### src/rtl/vga_timing_gen.sv
// vga_timing_gen
//   Pixel-rate VGA timing generator. A clock-enable divider turns the system
//   clock into a one-clk pixel strobe (p_tick). The x/y counters advance only on
//   that strobe. Sync, blanking and line/frame markers are decoded from the
//   registered counters.
//
//   Optional feature: define VGA_TIMING_FRAME_CNT_EN to add a 16-bit
//   free-running frame counter output (frame_count).
//
// Ports
//   clk_100MHz  in   system clock, all logic on its rising edge
//   reset       in   synchronous active-high reset, overrides en
//   en          in   timing advance enable; divider, x and y hold while low
//   p_tick      out  pixel strobe, one clk wide
//   x, y        out  horizontal pixel / vertical line counters (CNT_W bits)
//   video_on    out  high inside the visible area
//   hsync       out  horizontal sync, active level HSYNC_POL
//   vsync       out  vertical sync, active level VSYNC_POL
//   line_start  out  one-clk pulse on the tick that wraps x
//   frame_start out  one-clk pulse on the tick that wraps both x and y
//   frame_count out  [15:0] frames completed (only with VGA_TIMING_FRAME_CNT_EN)
//
// Handshake: there is no valid/ready flow. en is a plain level enable sampled
// every clk, and p_tick/line_start/frame_start are single-cycle strobes that
// the consumer must sample in the cycle they are high.
module vga_timing_gen #(
  parameter int H_DISPLAY = 640,
  parameter int H_FRONT   = 16,
  parameter int H_SYNC    = 96,
  parameter int H_BACK    = 48,
  parameter int V_DISPLAY = 480,
  parameter int V_FRONT   = 10,
  parameter int V_SYNC    = 2,
  parameter int V_BACK    = 33,
  parameter int CLK_DIV   = 4,
  parameter bit HSYNC_POL = 1'b0,
  parameter bit VSYNC_POL = 1'b0,
  parameter int CNT_W     = 10
) (
  input  logic             clk_100MHz,
  input  logic             reset,
  input  logic             en,
  output logic             p_tick,
  output logic [CNT_W-1:0] x,
  output logic [CNT_W-1:0] y,
  output logic             video_on,
  output logic             hsync,
  output logic             vsync,
  output logic             line_start,
  output logic             frame_start
`ifdef VGA_TIMING_FRAME_CNT_EN
  ,
  output logic [15:0]      frame_count
`endif
);

  localparam int H_TOTAL = H_DISPLAY + H_FRONT + H_SYNC + H_BACK;
  localparam int V_TOTAL = V_DISPLAY + V_FRONT + V_SYNC + V_BACK;

  // A 1-bit divider is kept even for CLK_DIV=1; it then never leaves 0.
  localparam int DIV_W = (CLK_DIV > 1) ? $clog2(CLK_DIV) : 1;

  localparam logic [DIV_W-1:0] DIV_LAST = DIV_W'(CLK_DIV - 1);

  localparam logic [CNT_W-1:0] H_LAST   = CNT_W'(H_TOTAL - 1);
  localparam logic [CNT_W-1:0] V_LAST   = CNT_W'(V_TOTAL - 1);
  localparam logic [CNT_W-1:0] H_DISP_C = CNT_W'(H_DISPLAY);
  localparam logic [CNT_W-1:0] V_DISP_C = CNT_W'(V_DISPLAY);
  localparam logic [CNT_W-1:0] HS_FIRST = CNT_W'(H_DISPLAY + H_FRONT);
  localparam logic [CNT_W-1:0] HS_LAST  = CNT_W'(H_DISPLAY + H_FRONT + H_SYNC - 1);
  localparam logic [CNT_W-1:0] VS_FIRST = CNT_W'(V_DISPLAY + V_FRONT);
  localparam logic [CNT_W-1:0] VS_LAST  = CNT_W'(V_DISPLAY + V_FRONT + V_SYNC - 1);

  // Reject configurations the counters cannot represent.
  if (CLK_DIV < 1) begin : g_bad_clk_div
    $error("vga_timing_gen: CLK_DIV must be >= 1");
  end
  if ((H_TOTAL - 1) >= (1 << CNT_W)) begin : g_bad_h_total
    $error("vga_timing_gen: H_TOTAL-1 does not fit in CNT_W bits");
  end
  if ((V_TOTAL - 1) >= (1 << CNT_W)) begin : g_bad_v_total
    $error("vga_timing_gen: V_TOTAL-1 does not fit in CNT_W bits");
  end

  logic [DIV_W-1:0] r_div;
  logic [CNT_W-1:0] r_x;
  logic [CNT_W-1:0] r_y;

  logic w_tick;
  logic w_line_wrap;
  logic w_frame_wrap;
  logic w_h_active;
  logic w_v_active;
  logic w_in_hsync;
  logic w_in_vsync;

  // reset gates the strobes so they read 0 for the whole reset cycle, even
  // the first one where the counters have not yet been cleared.
  assign w_tick       = en & ~reset & (r_div == DIV_LAST);
  assign w_line_wrap  = w_tick & (r_x == H_LAST);
  assign w_frame_wrap = w_line_wrap & (r_y == V_LAST);

  always_ff @(posedge clk_100MHz) begin
    if (reset) begin
      r_div <= '0;
      r_x   <= '0;
      r_y   <= '0;
    end else if (en) begin
      r_div <= (r_div == DIV_LAST) ? '0 : r_div + 1'b1;
      if (w_tick) begin
        r_x <= w_line_wrap ? '0 : r_x + 1'b1;
      end
      if (w_line_wrap) begin
        r_y <= w_frame_wrap ? '0 : r_y + 1'b1;
      end
    end
  end

  // Decodes read the registered counters so they line up with x/y.
  assign w_h_active = (r_x < H_DISP_C);
  assign w_v_active = (r_y < V_DISP_C);
  assign w_in_hsync = (r_x >= HS_FIRST) && (r_x <= HS_LAST);
  assign w_in_vsync = (r_y >= VS_FIRST) && (r_y <= VS_LAST);

  assign p_tick      = w_tick;
  assign x           = r_x;
  assign y           = r_y;
  assign video_on    = w_h_active && w_v_active;
  assign hsync       = w_in_hsync ? HSYNC_POL : ~HSYNC_POL;
  assign vsync       = w_in_vsync ? VSYNC_POL : ~VSYNC_POL;
  assign line_start  = w_line_wrap;
  assign frame_start = w_frame_wrap;

`ifdef VGA_TIMING_FRAME_CNT_EN
  logic [15:0] r_frame_cnt;

  // Wraps naturally from 65535 to 0.
  always_ff @(posedge clk_100MHz) begin
    if (reset) begin
      r_frame_cnt <= '0;
    end else if (w_frame_wrap) begin
      r_frame_cnt <= r_frame_cnt + 16'd1;
    end
  end

  assign frame_count = r_frame_cnt;
`endif

endmodule

### config.mk
export PLATFORM = sky130hd
export DESIGN_NAME = vga_timing_gen
export DESIGN_NICKNAME = d
export VERILOG_FILES = /design/src/rtl/vga_timing_gen.sv
export SDC_FILE = /design/constraint.sdc
export NUM_CORES = 1
export LEC_CHECK = 0
export ABC_AREA = 1
export CAP_MARGIN = 5
export CORE_AREA = 2 2 62 58
export CTS_CLUSTER_SIZE = 16
export DETAILED_ROUTE_END_ITERATION = 10
export DIE_AREA = 0 0 64 60
export PLACE_DENSITY_LB_ADDON = 0.3
export SYNTH_ARGS = -nofsm -noshare
export SYNTH_HDL_FRONTEND = slang
export SYNTH_SLANG_ARGS = --single-unit
### constraint.sdc
create_clock -name clk_100MHz -period 1.9 [get_ports clk_100MHz]
set_clock_uncertainty 0.1 [all_clocks]
set_input_delay 0.285 -clock clk_100MHz [delete_from_list [all_inputs] [get_ports clk_100MHz]]
set_output_delay 0.285 -clock clk_100MHz [all_outputs]
set_load 0.005 [all_outputs]
==> results_dict.tcl <==
set metrics [dict create \
    status "finished, final reports clean" \
    cp-end-kind "output port" \
    p_comb_frac 0.052 \
    row_count 20 \
    cpMaxStageDelayCell "clkdlybuf4s50_1" \
    synth-compound-area-share 0.0701 \
    ant_nets 0 \
    cap_violations 0 \
    postLayoutCoreUtil 0.609 \
    yosysUniqueCellTypes 26 \
    worst_slew_pin_slew_ns 0.260 \
    io_buffer_count 28 \
    fin_area_sq_mm 0.00197 \
    grt_first_pass_wirelength_um 5130 \
    layout_min_cycle_time_ns 1.82 \
    routed_wirelength_um 3100 \
    drt_iter0_drc 45 \
    finalWeightedCongestion 0.811 \
    cp.required_ns 1.51 \
    grt_pass1_vias 1179 \
    critPathLaunchType "primary input" \
    synth-simple-area-share 0.426 \
    n_fill_cell 312 \
    max_freq_mhz 551 \
    grt_usage 0.172 \
    path_cells "clkdlybuf4s50_1 -> nand2_4 -> nor2_4 -> nand2_4 -> nor2_8 -> nand2_2 -> inv_1 -> clkbuf_2" \
    crit_family "buffers and inverters" \
    ir_drop_v 0.000464 \
    hp-class "reg -> reg" \
    crit_arrival_ns 1.43 \
    fin_crit_sh 0.956 \
    crit_fanout 3 \
    fp.dieArea_sq_mm 0.00384 \
    synth_cells 198 \
    slew_headroom 0.827 \
    dieWidth_um 64 \
    switchingPower_uw 180 \
    clk_pin_slew_ns 0.14 \
    hold_buffers 0 \
    p_clk_frac 0.417 \
    nets 264 \
    final-hold-violation-count 0 \
    drc 0 \
    seq_power_share 0.532 \
    p_total_uw 879 \
    slew_viol_final 0 \
    synthAdderAreaFrac 0.0480 \
    synthArstFlopShare 0 \
    viasPerCell 4.58 \
    clock_latency_ns 0.33 \
    p_int_uw 700 \
    antennaDiodeCount 0 \
    drt-pass1-iter-count 4 \
    ys_ff_latch 22 \
    ys_warn_count 0 \
    cts_made_buffers 3 \
    synthXorXnorAreaFrac 0.0134 \
    die_y_um 60 \
    syn_avg_cell_area_sq_um 6.58 \
    avgRoutedWirePerCell_um 10.4 \
    synth_top_family_by_area "simple AND/OR/NAND/NOR gates" \
    synth_nets 206 \
    placed_cell_area_sq_mm 0.00181 \
    power_density_mw_per_mm2 447 \
    synth_mux_area_frac 0 \
    crit_type "in -> out" \
    grt_overflow 0 \
    fp.coreArea_sq_mm 0.00323 \
    initial_core_util 0.404 \
    tritoncts "yes" \
    dp_hpwl_um 2360 \
    syn_area_sq_mm 0.00130 \
    vias 1369 \
    drive_gt1_frac 0.282 \
    synth_edf_count 0 \
    power_leakage_uw 0.000836 \
    cts_root_buffer "clkbuf_4" \
    area_delta_synth_final_pct 50.9 \
    cpMostUsedCell "nand2_4" \
    grt_start_max_net_pins 14 \
    ys.flop_type "dfxtp_1" \
    rsz0062_at_grt "yes" \
    antenna_found_initial 0 \
    htreeDepth 1 \
    clock_sinks 22 \
    cpPeakStageDelay_ns 0.54 \
    setup_viol 0 \
    netSwitchingFraction 0.204 \
    ys_seq_area_frac 0.338 \
    path_buf_inv 3 \
    clk_path_buf_depth 2 \
    pin_count 29 \
]
final timing paths:
kind	cells after the start	slack [ns]	from	end
worst min register to register	2	0.41	y[9]	y[9]
worst max register to register	10	0.34	r_div[1]	x[8]
worst min-delay path	2	0.41	y[9]	y[9]
worst max-delay path	8	0.08	en	frame_start
state kept, by name (all words and copies together), names as in the netlist:
signal  cells
r_div       2
x          10
y          10
repair_timing:
| item | CTS | global route |
|---|---|---|
| pin swaps | 8 | 4 |
| buffers inserted | 2 | 0 |
| gates cloned | 0 | 0 |
| gates resized for setup | 31 | 16 |
| setup endpoints to repair | 6 | 5 |
| endpoints found under the hold margin | 0 | 0 |
synth_stat cells, types with 2 or more instances:
library cell / count / share of area
nor3_1: 5 / 0.019
xor2_1: 2 / 0.013
nand2_1: 56 / 0.16
nand3_2: 6 / 0.046
o21ai_0: 6 / 0.023
ha_1: 5 / 0.048
inv_2: 2 / 0.0058
a21oi_1: 6 / 0.023
inv_1: 29 / 0.083
nand3_1: 11 / 0.042
nand4_1: 2 / 0.0096
dfxtp_1: 22 / 0.34
nor2_1: 33 / 0.095
power groups by stage:
stage          combinational (uW)  sequential (uW)  clock [uW]
3_5_place_dp                 41.5              477           0
6_report                     45.3              468         366
4_1_cts                      44.2              469         380
2_1_floorplan                20.2              477           0
3_3_place_gp                 41.3              477           0
5_1_grt                      50.8              469         396
placed cells by master (no fill, tap or decap), types with 3 or more instances in the layout:
cell / Yosys / layout
nand2_2: 1 / 3
dfxtp_2: 0 / 11
nand2_1: 56 / 53
nor2_1: 33 / 29
buf_6: 0 / 3
nor3_1: 5 / 3
nand3_1: 11 / 11
clkdlybuf4s50_1: 0 / 22
o21ai_0: 6 / 6
ha_1: 5 / 3
nor2_2: 1 / 4
inv_1: 29 / 28
buf_4: 0 / 24
dlygate4sd2_1: 0 / 3
dfxtp_1: 22 / 10
clkbuf_4: 0 / 3
a21oi_1: 6 / 6
nand3_2: 6 / 6
routing by layer:
layer	vias up	global-route usage	share of wire
li1	729	-	-
met1	614	0.228	0.50
met2	21	0.287	0.45
met3	5	0.0339	0.035
met4	0	0.0466	0.011
met5	-	0	0
cell families after synthesis:
group	count (synthesis)
xor gates and xnor gates	2
DFF	22
buffers and inverters	33
adders and majority gates	5
AOI/OAI and AO/OA	16
and+or+nand+nor	120
worst reg2reg max path: cells and delay by family (launching register included):
family | cells | cell delay (ns)
buffers and inverters | 2 | 0.26
adders and majority gates | 1 | 0.17
AOI/OAI and AO/OA | 1 | 0.11
and+or+nand+nor | 6 | 0.53
DFF | 1 | 0.35
final cells by class:
type	count	area, sq um	area share
repair buffers	55	480	0.244
clock inverters	1	30.0	0.0153
clock buffers	3	22.5	0.0115
well taps	44	55.1	0.0280
inverters	31	119	0.0604
flip-flops and latches	22	458	0.233
multi-input cells	143	802	0.408
per-stage QoR:
stage               hold WS (ns)  setup TNS (ns)  setup slack [ns]  std cells
global placement           0.398          -0.636            -0.283        293
detailed placement         0.410          -0.692            -0.305        293
global route               0.421        -0.00965          -0.00965        299
floorplan                  0.337               0             0.334        198
finish                     0.408               0            0.0844        299
CTS                        0.430         -0.0966           -0.0927        299
Note: power is estimated with default switching activity, not from simulation.
